==> config.mk <==
export PLATFORM = sky130hd
export DESIGN_NAME = serial_alu_ctrl_flat
export DESIGN_NICKNAME = d
export VERILOG_FILES = /design/src/rtl/serial_alu_pkg.sv /design/src/rtl/serial_alu_ctrl_if.sv /design/src/rtl/alu.sv /design/src/rtl/serial_alu_ctrl.sv /design/src/flat_wrapper.sv
export SDC_FILE = /design/constraint.sdc
export NUM_CORES = 1
export LEC_CHECK = 0
export CAP_MARGIN = 15
export CORE_ASPECT_RATIO = 2
export CORE_MARGIN = 3
export CORE_UTILIZATION = 52
export DETAILED_ROUTE_END_ITERATION = 8
export PLACE_DENSITY = 0.77
export SYNTH_ARGS = -nofsm -noshare
export SYNTH_HDL_FRONTEND = slang
export SYNTH_SLANG_ARGS = --single-unit
==> constraint.sdc <==
create_clock -name clk -period 2.1 [get_ports clk]
set_input_delay 0.21 -clock clk [delete_from_list [all_inputs] [get_ports clk]]
set_output_delay 0.21 -clock clk [all_outputs]
set_load 0.03 [all_outputs]
==> src/rtl/serial_alu_pkg.sv <==
// Shared encodings for the bit-serial ALU controller: slice op codes and FSM states.
// Pure declarations; no timing or flow-control behaviour of its own.
package serial_alu_pkg;

    localparam logic [1:0] OP_AND   = 2'b00;
    localparam logic [1:0] OP_OR    = 2'b01;
    localparam logic [1:0] OP_ARITH = 2'b10;
    localparam logic [1:0] OP_SLT   = 2'b11;

    typedef enum logic [1:0] {
        IDLE = 2'd0,
        RUN  = 2'd1,
        DONE = 2'd2
    } state_t;

    // SLT is a full A-B pass; logic ops never invert B.
    function automatic logic eff_sub(input logic [1:0] op, input logic add_sub);
        logic s;
        s = 1'b0;
        if (op == OP_SLT)
            s = 1'b1;
        else if (op == OP_ARITH)
            s = add_sub;
        return s;
    endfunction

endpackage

==> src/rtl/serial_alu_ctrl_if.sv <==
// Request/response bundle between a requester and the serial ALU controller.
// Start is a level request sampled only when the controller is idle; done is a one-cycle pulse.
interface serial_alu_ctrl_if #(
    parameter int WIDTH = 8
);
    logic             start;
    logic [WIDTH-1:0] a;
    logic [WIDTH-1:0] b;
    logic [1:0]       op;
    logic             add_sub;
    logic             busy;
    logic             done;
    logic [WIDTH-1:0] result;
    logic             cout;
    logic             overflow;

    modport master (
        output start, a, b, op, add_sub,
        input  busy, done, result, cout, overflow
    );

    modport slave (
        input  start, a, b, op, add_sub,
        output busy, done, result, cout, overflow
    );
endinterface

==> src/rtl/alu.sv <==
// Combinational 1-bit ALU slice: AND / OR / full-add (B optionally inverted) / pass-through less input.
// Zero latency; no flow control.
module alu
    import serial_alu_pkg::*;
(
    input  logic       i_a,
    input  logic       i_b,
    input  logic       i_ci,
    input  logic       i_add_sub,
    input  logic [1:0] i_op,
    input  logic       i_i3,
    output logic       o_r,
    output logic       o_co
);
    logic w_b;
    logic w_sum;

    assign w_b   = i_b ^ i_add_sub;
    assign w_sum = i_a ^ w_b ^ i_ci;
    assign o_co  = (i_a & w_b) | (i_ci & (i_a ^ w_b));

    always_comb begin
        o_r = 1'b0;
        case (i_op)
            OP_AND:   o_r = i_a & w_b;
            OP_OR:    o_r = i_a | w_b;
            OP_ARITH: o_r = w_sum;
            default:  o_r = i_i3;
        endcase
    end
endmodule

==> src/rtl/serial_alu_ctrl.sv <==
// Bit-serial controller for the 1-bit alu slice: WIDTH cycles busy after accept, done pulse one cycle later.
// No queueing: start is only sampled in IDLE, so a requester simply holds it until busy rises.
module serial_alu_ctrl
    import serial_alu_pkg::*;
#(
    parameter int WIDTH = 8
) (
    input  logic                clk,
    input  logic                rst,
    serial_alu_ctrl_if.slave    bus
);
    localparam int CNT_W = (WIDTH > 1) ? $clog2(WIDTH) : 1;

    state_t             r_state;
    state_t             w_state_nxt;
    logic [WIDTH-1:0]   r_a_sr;
    logic [WIDTH-1:0]   r_b_sr;
    logic [WIDTH-1:0]   r_res_sr;
    logic [1:0]         r_op;
    logic               r_sub;
    logic               r_carry;
    logic [CNT_W-1:0]   r_cnt;
    logic [WIDTH-1:0]   r_result;
    logic               r_cout;
    logic               r_ovf;

    logic               w_accept;
    logic               w_last;
    logic               w_sub;
    logic [1:0]         w_slice_op;
    logic               w_r;
    logic               w_co;
    logic               w_ovf_raw;
    logic [WIDTH-1:0]   w_res_nxt;
    logic               w_busy;
    logic               w_done;

    assign w_accept   = (r_state == IDLE) && bus.start;
    assign w_last     = (r_cnt == CNT_W'(WIDTH - 1));
    assign w_sub      = eff_sub(bus.op, bus.add_sub);
    assign w_slice_op = (r_op == OP_SLT) ? OP_ARITH : r_op;
    assign w_ovf_raw  = r_carry ^ w_co;
    assign w_res_nxt  = {w_r, {(WIDTH-1){1'b0}}} | (r_res_sr >> 1);

    alu u_alu (
        .i_a       (r_a_sr[0]),
        .i_b       (r_b_sr[0]),
        .i_ci      (r_carry),
        .i_add_sub (r_sub),
        .i_op      (w_slice_op),
        .i_i3      (1'b0),
        .o_r       (w_r),
        .o_co      (w_co)
    );

    always_ff @(posedge clk or posedge rst) begin
        if (rst)
            r_state <= IDLE;
        else
            r_state <= w_state_nxt;
    end

    always_comb begin
        w_state_nxt = r_state;
        case (r_state)
            IDLE:    if (bus.start) w_state_nxt = RUN;
            RUN:     if (w_last)    w_state_nxt = DONE;
            DONE:    w_state_nxt = IDLE;
            default: w_state_nxt = IDLE;
        endcase
    end

    always_comb begin
        w_busy = 1'b0;
        w_done = 1'b0;
        case (r_state)
            RUN:     w_busy = 1'b1;
            DONE:    w_done = 1'b1;
            default: ;
        endcase
    end

    always_ff @(posedge clk or posedge rst) begin
        if (rst) begin
            r_a_sr   <= '0;
            r_b_sr   <= '0;
            r_res_sr <= '0;
            r_op     <= OP_AND;
            r_sub    <= 1'b0;
            r_carry  <= 1'b0;
            r_cnt    <= '0;
            r_result <= '0;
            r_cout   <= 1'b0;
            r_ovf    <= 1'b0;
        end else if (w_accept) begin
            // Carry preloaded with the subtract flag supplies the +1 of the two's complement.
            r_a_sr   <= bus.a;
            r_b_sr   <= bus.b;
            r_res_sr <= '0;
            r_op     <= bus.op;
            r_sub    <= w_sub;
            r_carry  <= w_sub;
            r_cnt    <= '0;
        end else if (r_state == RUN) begin
            r_a_sr   <= r_a_sr >> 1;
            r_b_sr   <= r_b_sr >> 1;
            r_res_sr <= w_res_nxt;
            r_carry  <= w_co;
            r_cnt    <= r_cnt + 1'b1;
            if (w_last) begin
                case (r_op)
                    OP_ARITH: begin
                        r_result <= w_res_nxt;
                        r_cout   <= w_co;
                        r_ovf    <= w_ovf_raw;
                    end
                    OP_SLT: begin
                        // Signed less-than is the sign of A-B corrected by overflow.
                        r_result <= {{(WIDTH-1){1'b0}}, w_r ^ w_ovf_raw};
                        r_cout   <= w_co;
                        r_ovf    <= 1'b0;
                    end
                    default: begin
                        r_result <= w_res_nxt;
                        r_cout   <= 1'b0;
                        r_ovf    <= 1'b0;
                    end
                endcase
            end
        end
    end

    assign bus.busy     = w_busy;
    assign bus.done     = w_done;
    assign bus.result   = r_result;
    assign bus.cout     = r_cout;
    assign bus.overflow = r_ovf;

endmodule

==> src/flat_wrapper.sv <==
// flat-port wrapper written by rule: the top's interface ports become plain ports
module serial_alu_ctrl_flat import serial_alu_pkg::*;
#(
    parameter int WIDTH = 8
)
  (clk, rst, bus_start, bus_a, bus_b, bus_op, bus_add_sub, bus_busy, bus_done, bus_result, bus_cout, bus_overflow);
  serial_alu_ctrl_if #(.WIDTH(WIDTH)) bus_i ();
  input  logic clk;
  input  logic rst;
  input wire logic [$bits(bus_i.start)-1:0] bus_start;
  input wire logic [$bits(bus_i.a)-1:0] bus_a;
  input wire logic [$bits(bus_i.b)-1:0] bus_b;
  input wire logic [$bits(bus_i.op)-1:0] bus_op;
  input wire logic [$bits(bus_i.add_sub)-1:0] bus_add_sub;
  output wire logic [$bits(bus_i.busy)-1:0] bus_busy;
  output wire logic [$bits(bus_i.done)-1:0] bus_done;
  output wire logic [$bits(bus_i.result)-1:0] bus_result;
  output wire logic [$bits(bus_i.cout)-1:0] bus_cout;
  output wire logic [$bits(bus_i.overflow)-1:0] bus_overflow;
  assign bus_i.start = bus_start;
  assign bus_i.a = bus_a;
  assign bus_i.b = bus_b;
  assign bus_i.op = bus_op;
  assign bus_i.add_sub = bus_add_sub;
  assign bus_busy = bus_i.busy;
  assign bus_done = bus_i.done;
  assign bus_result = bus_i.result;
  assign bus_cout = bus_i.cout;
  assign bus_overflow = bus_i.overflow;
  serial_alu_ctrl #(.WIDTH(WIDTH)) u_core (.clk(clk), .rst(rst), .bus(bus_i));
endmodule
# After elaboration in Yosys (flattened, before gate mapping)
# Cells that the tools add are included.
# word_totals
inputBits,22
ff_bits,43
elab_cells,63
out_inout_bits,12
# classes
n_addsub,1
n_reduce_logical,7
muxes,22
n_eq_ne,11
bitwise,11
# op_table
op,n
2-to-1 mux 8 bit,7
== test 2 bit (second input constant),6
2-to-1 mux 1 bit,8
OR 8 x 7 -> 8 bit,1
2-to-1 mux 2 bit,3
2-to-1 mux 3 bit,2
XOR 1 bit,5
== test 2 x 1 -> 1 bit (second input constant),2
zero test 2 bit,2
one-hot mux 2 bit (2 select lines),1
adder 3 x 1 -> 3 bit (second input constant),1
== test 3 bit (second input constant),1
one-hot mux 1 bit (3 select lines),1
AND reduction 3 bit,1
AND 1 bit,2
!= test 2 x 1 -> 1 bit (second input constant),1
!= test 2 bit (second input constant),1
OR 1 bit,2
AND reduction 2 bit,1
nonzero test 2 bit,1
OR reduction 2 bit,1
logical AND 1 bit,1
NOT 1 bit,1

# Longest topological paths before layout
# logic_depth
word_depth,7
mapped_depth,6
depth_no_buf,6

# By module
# From an unflattened synthesis, not the netlist that was laid out.
# hier_totals
hier_cells,196
hier_area_um2,1924.3
# by_module_without_submodules
module,cells_each,instances,seq_area_each_um2,area_per_inst_um2
serial_alu_ctrl,188,1,1051.0,1836.8
alu,8,1,0.0,87.6

# Worst setup path before layout
# OpenSTA, ideal clock, no wires.
# synth_path
kind,reg-to-reg
from,register u_core.r_sub
to,"register u_core.r_result[0], in the netlist u_core.bus.result[0]"
required_time_ns,1.976
synth_period_minus_slack_ns,1.620
setup_ns,0.124
path_buffers,0
stages_incl_launch_ff,6
arrival_time_ns,1.496
setup_slack_ns,0.480
cell_sequence,dfrtp_1 -> xor2_1 -> fa_1 -> xor3_1 -> nand3_1 -> a2bb2oi_1
# synth_between
elab_chain_cells,7
elab_cells_between_ends,11
classes_between,mux: 2; bitwise: 9
# synth_rtl
element,line_no,text
from (decl),serial_alu_ctrl.sv:20,logic r_sub;
from (signal assigned),serial_alu_ctrl.sv:101,r_sub <= w_sub;
XOR 1 bit (*),alu.sv:18,assign w_b = i_b ^ i_add_sub;
XOR 1 bit,"alu.sv:19, alu.sv:20",
AND 1 bit,alu.sv:20,assign o_co = (i_a & w_b) | (i_ci & (i_a ^ w_b));
OR 1 bit,alu.sv:20,
XOR 1 bit,serial_alu_ctrl.sv:42,assign w_ovf_raw = r_carry ^ w_co;
XOR 1 bit (*),serial_alu_ctrl.sv:119,"r_result <= {{(WIDTH-1){1'b0}}, w_r ^ w_ovf_raw};"
2-to-1 mux 8 bit (*),serial_alu_ctrl.sv:111,case (r_op)
to (signal assigned),serial_alu_ctrl.sv:113,r_result <= w_res_nxt;
to (signal assigned),serial_alu_ctrl.sv:119,
to (signal assigned),serial_alu_ctrl.sv:124,r_result <= w_res_nxt;
to (decl),serial_alu_ctrl.sv:23,logic [WIDTH-1:0] r_result;
# Mark *: on every way between the ends. The rest lies on a longest branch, timed or not.
# A chain may end at the register's enable or synchronous reset.

# Final worst setup path
# layout_path
from,register u_core.r_state[0]
to,output bus_done
# layout_between
elab_chain_cells,2
# layout_rtl
element,line_no,text
from (decl),serial_alu_ctrl.sv:14,state_t r_state;
from (signal assigned),serial_alu_ctrl.sv:60,r_state <= w_state_nxt;
== test 2 bit,serial_alu_ctrl.sv:76,case (r_state)
2-to-1 mux 1 bit,serial_alu_ctrl.sv:76,
to (decl),flat_wrapper.sv:16,output wire logic [$bits(bus_i.done)-1:0] bus_done;
# Every way passes these cells.

==> flow_summary.yaml <==
timing:
  final_hold_viol_count: 0
  drv_slew: 0
  max_freq_mhz: 530
  setup_ws_ns: 0.214
  maxSlewHeadroom_pct: 48.8
  tightest_slew_ns: 0.766
  timing.final.crit_share_pct: 89.8
  finalSetupViolations: 0
  period_minus_slack_ns: 1.89
  fin_setup_tns_ns: 0
  rsz0062_at_grt: "no"
  fin_skew_ns: 0.00582
status:
  status: "finished clean"
logic_synthesis:
  ys_seq_area_share_pct: 52.1
  avgSynthCellArea_sq_um: 10.4
  syn_inst: 193
  ys_seq_elements: 42
  syn-cell-area_sq_um: 2020
  synth.distinct_cells: 33
  syn_nets: 220
  yosys_warnings: 0
clocking:
  cts.sink_count: 42
  clock_latency_ns: 0.29
  cts_root_buf: "clkbuf_8"
  post_cts_resized: 0
  ctsHoldBuffers: 0
  cts_max_level: 2
  ctsLongestPathBuffers: 2
  postCtsSetupRepairBufs: 0
  clkTransAtPathRegs_ns: 0.08
  cts_tree: "done"
  cts_buffers: 5
setup_path:
  worstPathArrival_ns: 1.68
  cp_max_fo: 13
  path_class: "reg2out"
  cp-startpoint: "u_core.r_state[0]"
  startpoint_type: "flip-flop"
  cp.required_ns: 1.89
  cp-end-kind: "output port"
  rr_worst_depth: 5
  r2r-start: "u_core.r_sub"
global_routing:
  grt_pass1_vias: 1681
  grt_start_max_net_pins: 43
  gr-total-overflow: 0
  grt_pass1_wl_um: 7250
  grt_antenna_before_repair: 0
  grtUsageTotal_pct: 20.2
job:
  max_cap_viol_count: 0
die:
  core_area_sq_um: 3680
  die_w_um: 50.0
  initial_core_util_pct: 54.7
  die_area_sq_um: 4700
  row_count: 31
  die_h_um: 94.1
  io_pins: 34
detailed_routing:
  drc: 0
  ant_nets: 0
  drtIter0Drc: 40
  first_pass_iters: 4
  vias: 1613
  routedWlPerCell_um: 15.8
  wl_um: 4420
  drt-vias-per-instance: 5.78
placement:
  dp_hpwl_um: 3230
  post-place-ws_ns: 0.290
  port_buffers: 33
  gp_congestion: 0.817
power:
  p_switching_w: 0.00141
  swShare_pct: 36.4
  power_frac_seq_pct: 37.5
  p_leak_nw: 1.15
  power_density_nw_per_um2: 1520
  power.total_w: 0.00388
  power_frac_clock_pct: 20.0
  share_comb_of_total_power_pct: 42.5
  irDropWorstVdd_uv: 1030
  p_int_w: 0.00246
final_layout:
  drive_gt1_share_pct: 10.0
  num_antenna_cells: 0
  fillCellCount: 275
  area_growth_pct: 26.6
  nets: 256
  post-route-util_pct: 69.3
hold_path:
  hp-class: "in2async"
-- power by group through the flow --
stage	logic, W	clock network (W)	registers (W)
after floorplan	0.00106	0	0.00152
final	0.00165	0.000775	0.00145
after global placement	0.00159	0	0.00144
after detailed placement	0.00167	0	0.00146
after CTS	0.00167	0.000790	0.00145
after global routing	0.00181	0.000813	0.00149
-- per-stage QoR --
step | area (sq um) | std cells | hold WS, ns
6_report | 2550 | 279 | 0.347
5_1_grt | 2550 | 279 | 0.386
4_1_cts | 2550 | 279 | 0.364
3_5_place_dp | 2410 | 271 | 0.474
3_3_place_gp | 2410 | 271 | 0.462
2_1_floorplan | 2020 | 193 | 0.358
-- layout make-up --
type	instances	area [sq um]	area share, %
Clock buffer	6	82.6	3.24
Clock inverter	2	60.1	2.35
Inverter	8	30.0	1.18
Multi-Input combinational cell	131	867	34.0
Sequential cell	42	1050	41.2
Tap cell	49	61.3	2.40
Timing Repair Buffer	41	400	15.7
-- synthesized netlist by cell type --
library cell	instances	area (sq um)
a211oi_1	1	7.51
a211oi_2	1	12.5
a21oi_1	18	90.1
a22o_1	8	70.1
a22oi_1	14	105
a2bb2oi_1	2	17.5
and2b_1	7	52.6
and2b_4	1	10.0
buf_2	6	30.0
buf_4	2	15.0
buf_6	1	11.3
clkbuf_1	3	11.3
dfrtp_1	42	1050
fa_1	1	20.0
ha_1	4	50.1
inv_1	8	30.0
mux2_4	2	30.0
mux2i_1	1	10.0
nand2_1	21	78.8
nand2b_1	1	6.26
nand3_1	1	5.00
nand3b_1	1	7.51
nor2_1	2	7.51
nor2b_1	10	62.6
nor2b_4	1	13.8
o21ai_0	27	135
o21ba_2	1	10.0
o21bai_1	1	7.51
o31ai_1	1	7.51
o41ai_1	1	8.76
xnor2_1	1	8.76
xor2_1	1	8.76
xor3_1	1	23.8
-- kinds of logic after synthesis --
| group | after synthesis | share of synthesized area, % |
|---|---|---|
| adder cells (fa/ha/maj) | 5 | 3.48 |
| multiplexers | 3 | 1.99 |
| XOR/XNOR | 3 | 2.05 |
| AND/OR/NAND/NOR | 45 | 12.1 |
| AO/OA/AOI/OAI | 75 | 23.4 |
| buffers and inverters | 20 | 4.84 |
| flip-flops | 42 | 52.1 |
-- placed cells by master (no fill, tap or decap), drive strengths merged, types with 4 or more instances in the layout --
cell,n
ha,4
clkbuf,6
a22oi,14
clkdlybuf4s50,32
dfrtp,42
nor2b,11
and2b,8
o21ai,27
a22o,8
buf,9
inv,8
a21oi,18
nand2,21
-- routing by layer --
layer  global-route usage, %  share of wire (%)  vias up
li1                        -                  -      748
met1                    19.6                 36      814
met2                    38.8                 58       43
met3                    4.29                4.1        8
met4                    9.01                1.7        0
met5                       0                  0        -
-- registers in the layout (all words and copies together), names as in the netlist --
signal / flops
u_core.r_state: 2
u_core.bus.result: 8
u_core.r_a_sr: 8
u_core.bus.cout: 1
u_core.r_b_sr: 8
u_core.r_res_sr: 7
u_core.r_carry: 1
u_core.r_sub: 1
u_core.r_cnt: 3
u_core.r_op: 2
u_core.bus.overflow: 1
-- worst max-delay path, cell delays in order (launching register included) --
cell             delay, ns
dfrtp_1               0.53
nor2b_1               0.17
clkdlybuf4s50_1       0.69
-- path summary, 6_finish.rpt --
kind / end / slack [ns]
setup / recovery: bus_done / 0.21
hold / removal: u_core.r_res_sr[3] / 0.35
min in group clk: u_core.bus.result[7] / 0.49
setup reg to reg: u_core.bus.result[0] / 0.33
max in group asynchronous: u_core.r_a_sr[5] / 1.40
hold reg to reg: u_core.bus.result[7] / 0.49
No activity file was read; power rests on OpenSTA's default activity.
==> RTL change 1: new RTL, same flow settings <==
`WIDTH` is set to 8 in 3 places; all go to 16.
--- a/src/rtl/serial_alu_ctrl_if.sv
+++ b/src/rtl/serial_alu_ctrl_if.sv
@@ -1,7 +1,7 @@
 // Request/response bundle between a requester and the serial ALU controller.
 // Start is a level request sampled only when the controller is idle; done is a one-cycle pulse.
 interface serial_alu_ctrl_if #(
-    parameter int WIDTH = 8
+    parameter int WIDTH = 16
 );
     logic             start;
     logic [WIDTH-1:0] a;
--- a/src/rtl/serial_alu_ctrl.sv
+++ b/src/rtl/serial_alu_ctrl.sv
@@ -3,7 +3,7 @@
 module serial_alu_ctrl
     import serial_alu_pkg::*;
 #(
-    parameter int WIDTH = 8
+    parameter int WIDTH = 16
 ) (
     input  logic                clk,
     input  logic                rst,
--- a/src/flat_wrapper.sv
+++ b/src/flat_wrapper.sv
@@ -1,7 +1,7 @@
 // flat-port wrapper written by rule: the top's interface ports become plain ports
 module serial_alu_ctrl_flat import serial_alu_pkg::*;
 #(
-    parameter int WIDTH = 8
+    parameter int WIDTH = 16
 )
   (clk, rst, bus_start, bus_a, bus_b, bus_op, bus_add_sub, bus_busy, bus_done, bus_result, bus_cout, bus_overflow);
   serial_alu_ctrl_if #(.WIDTH(WIDTH)) bus_i ();
Ports: changed (resized bus_a, bus_b and bus_result); port bits go from 34 to 58. No check against the original RTL was run, so the function may have changed too.
==> RTL change 1 against the original RTL <==
- total power up 68%
- wire length rose by 53%
- critical path depth up 3
- sequential power is 71% higher
- worst setup slack got worse by 0.0036 ns
- sequential share of layout area is 3.5 points higher
- sequential cell count increased by 33
- fmax decreased by 0.19%
- cell area up 65%
- area after synthesis increased by 60%
- register-to-register slack worse by 0.12 ns
- count of clock-buffer cells in the layout increased by 9
- critical endpoint is now u_core.bus.result[0]
- highest routed layer unchanged
==> RTL change 1: results (changes against the original RTL) <==
Status - completed
GRT Total Usage - 21.12% (+0.94 points)
Peak VDD IR - 0.8490 mV (-17%)
Delay-heaviest family, CP - XOR/XNOR gates
Buffers on Ports - 57 (+73%)
Data buffer area share - 16.49% (+0.81 points)
CTS buffer count - 9 (+4)
Multiplexer area fraction after synthesis - 0.9295% (-1.1 points)
Met1 usage - 23.98% (+4.4 points)
DRT iter0 DRCs - 95 (+140%)
Synth Net Count - 383 (+74%)
Routed len/inst - 14.61 µm (-7.7%)
Worst Setup Path Type - flip-flop to flip-flop
Largest net degree at the start of global routing - 50 (+16%)
Wire length on met1 - 2566 µm (+62%)
Clk_skew - 0.006447 ns (+0.0006298 ns)
Multi-input gates - 237 (+81%)
Clock Power Share - 22.8% (+2.8 points)
Layout clock buffers - 15 (+9)
Leak Pwr - 0.002010 µW (+75%)
Layout Cells excl Fill - 464 (+66%)
Filler cells - 462 (+68%)
Clock-cell share of area - 6.966% (+1.4 points)
Dpl hpwl - 4508 µm (+39%)
Count of cell types in the netlist - 29 (-12%)
==> RTL change 1: changes by cell type after synthesis, moves of 10 or more <==
| cell | change |
|---|---|
| dfrtp_1 | +33 |
| a21oi_1 | -18 |
| a22oi_1 | +16 |
| o21ai_1 | +10 |
| nand3_1 | +18 |
| nand2_1 | +103 |
==> RTL change 1: through the flow <==
| step | total power [µW] | utilization (%) | instance area (µm²) | hold WS (ns) | setup WS (ns) |
|---|---|---|---|---|---|
| CTS | 6586 | 69.98 | 4203 | 0.1533 | 0.1950 |
| floorplan | 4188 | - | 3234 | 0.3154 | 0.3202 |
| global placement | 4963 | 65.10 | 3910 | 0.4577 | 0.2854 |
| finish | 6519 | 69.98 | 4203 | 0.1564 | 0.2101 |
| detailed placement | 5066 | 65.10 | 3910 | 0.4671 | 0.2045 |
| global route | 6993 | 69.98 | 4203 | 0.1697 | 0.08527 |
==> RTL change 2: new RTL, same flow settings <==
Made on the original files. Reset style: synchronous (`rst`), changed in 2 clocked blocks.
--- a/src/rtl/serial_alu_ctrl.sv
+++ b/src/rtl/serial_alu_ctrl.sv
@@ -53,7 +53,7 @@
         .o_co      (w_co)
     );
 
-    always_ff @(posedge clk or posedge rst) begin
+    always_ff @(posedge clk) begin
         if (rst)
             r_state <= IDLE;
         else
@@ -80,7 +80,7 @@
         endcase
     end
 
-    always_ff @(posedge clk or posedge rst) begin
+    always_ff @(posedge clk) begin
         if (rst) begin
             r_a_sr   <= '0;
             r_b_sr   <= '0;
Formal check against the unedited RTL: differs if rst is asserted again (counterexample within 4 cycles, from zero or initial values and one cycle with rst high); with rst held inactive, the same outputs for 10 cycles.
==> RTL change 2 against the original RTL <==
- area after synthesis shrank 14%
- register-to-register slack improved by 0.06 ns
- wire length is 20% lower
- fmax up 5.0%
- worst setup slack improved by 0.090 ns
- clock skew decreased by 0.0017 ns
- synthesized cell count is 6.2% higher
- cell area down 15%
- sequential cell count did not move
- critical endpoint is now bus_busy
Power is not compared: it rests on default switching activity, and its combinational part moved more than twofold at a synthesized area within 25%.
==> RTL change 2: results (changes against the original RTL) <==
Status - completed
Share of cells above drive strength 1 - 8.051% (-1.9 points)
Post-CTS Resized - 1 (+1)
DR vias - 1492 (-7.5%)
Post-synthesis sequential area ratio - 48.48% (-3.7 points)
Root Driver - clkbuf_8
Synth Net Count - 232 (+5.5%)
Vias in the first global route - 1430 (-15%)
Multiplexer area fraction after synthesis - 0.6494% (-1.3 points)
First-pass GRT wire length - 5940 µm (-18%)
Compound-cell area share of the yosys netlist - 19.62% (-3.8 points)
Arrival @ worst endpoint - 1.59 ns (-0.09 ns)
Dpl hpwl - 2661 µm (-18%)
Reg-to-Reg Start - u_core.r_sub
Worst R2R Setup Slack - 0.39 ns (+0.06 ns)
Leak Pwr - 0.0007967 µW
Filler cells - 253 (-8.0%)
Fraction of registers with async set/reset - 0% (-100 points)
DRT iter0 DRCs - 17 (-57%)
Worst-path fanout max - 28 (+15)
Initial antenna violation count - 0 (unchanged)
Synth warn - 0 (unchanged)
Hold WC Path Type - flip-flop to flip-flop
Reg-to-reg endpoint - u_core.bus.result[0]
XOR/XNOR share of the synthesized area - 2.020% (-0.028 points)
Ys flop type - dfxtp_1
Post-layout net count - 262 (+2.3%)
Post-synth top cells - nand2_1 (51), dfxtp_1 (42), a21oi_1 (39)
H-tree Lvls - 2 (unchanged)
Largest net degree at the start of global routing - 29 (-33%)
Hold Buf Count CTS - 0 (unchanged)
Routed len/inst - 13.25 µm (-16%)
Adder-cell share of the synthesized area - 4.040% (+0.56 points)
R2R depth - 6 (+1)
Pre-CTS setup slack - 0.3230 ns (+0.03331 ns)
Count of cell types in the netlist - 29 (-12%)
Final weighted congestion in routability-driven placement - 0.7915 (-3.2%)
Top post-synthesis cells by area - dfxtp_1 (48%), a21oi_1 (11%), nand2_1 (11%)
Clock transition at path regs - 0.07 ns
Hold Path End - u_core.bus.result[1]
Pin slew with the least headroom to its limit - 0.3775 ns (-0.3887 ns)
Clk_skew - 0.004141 ns (-0.001676 ns)
CTS buffer count - 5 (unchanged)
Clk buf depth - 2 (unchanged)
GRT Total Usage - 19.67% (-0.52 points)
## RTL change 2: worst max path at each step
stage	start	end	slack, ns
after floorplan	u_core.r_sub	u_core.bus.result[0]	0.48
after global placement	u_core.r_state[0]	bus_busy	0.34
after detailed placement	u_core.r_state[0]	bus_busy	0.32
after CTS	u_core.r_state[0]	bus_busy	0.29
after global routing	u_core.r_state[0]	bus_busy	0.23
final	u_core.r_state[0]	bus_busy	0.30
## RTL change 2: cell families after synthesis
family | after synthesis
AND/OR/NAND/NOR | 78
AO/OA/AOI/OAI | 58
flip-flops | 42
buffers and inverters | 17
adder cells (fa/ha/maj) | 5
XOR/XNOR | 4
multiplexers | 1
## RTL change 2: power breakdown
part	leakage (µW)	switching [µW]	internal (µW)
registers	0.000342	21.7	826
logic	0.000397	104	92.8
clock network	0.0000575	259	332
## RTL change 2: area by class of cell
class                      count  area [µm²]  area share (%)
sequential                    42       840.8           38.62
inverter                       4       17.52          0.8046
clock buffer                   8       110.1           5.057
timing repair buffer          36       364.1           16.72
multi-input combinational    146       805.8           37.01
tap                           31       38.79           1.782
## RTL change 2: critical path, stage by stage, from the launching register on
cell	delay, ns
dfxtp_1	0.44
nand2b_4	0.15
inv_4	0.26
dlygate4sd2_1	0.44
## RTL change 2: through the flow
step                instance area, µm²  power, µW  hold WS (ns)  std cells  util (%)
floorplan                         1734      990.7        0.3460        205         -
global placement                  2068       1054        0.4372        259     64.77
detailed placement                2068       1065        0.4420        259     64.77
CTS                               2177       1656        0.4520        267     68.18
global route                      2177       1705        0.4676        267     68.18
finish                            2177       1635        0.4510        267     68.18
## RTL change 2: per-layer routing
layer  track usage, %  wire length [µm]  vias to the layer above
li1                 -                 -                      755
met1            19.31              1312                      690
met5                0                 0                        -
met4            10.83               117                        0
met2            35.07              1977                       36
met3            4.733               131                       11
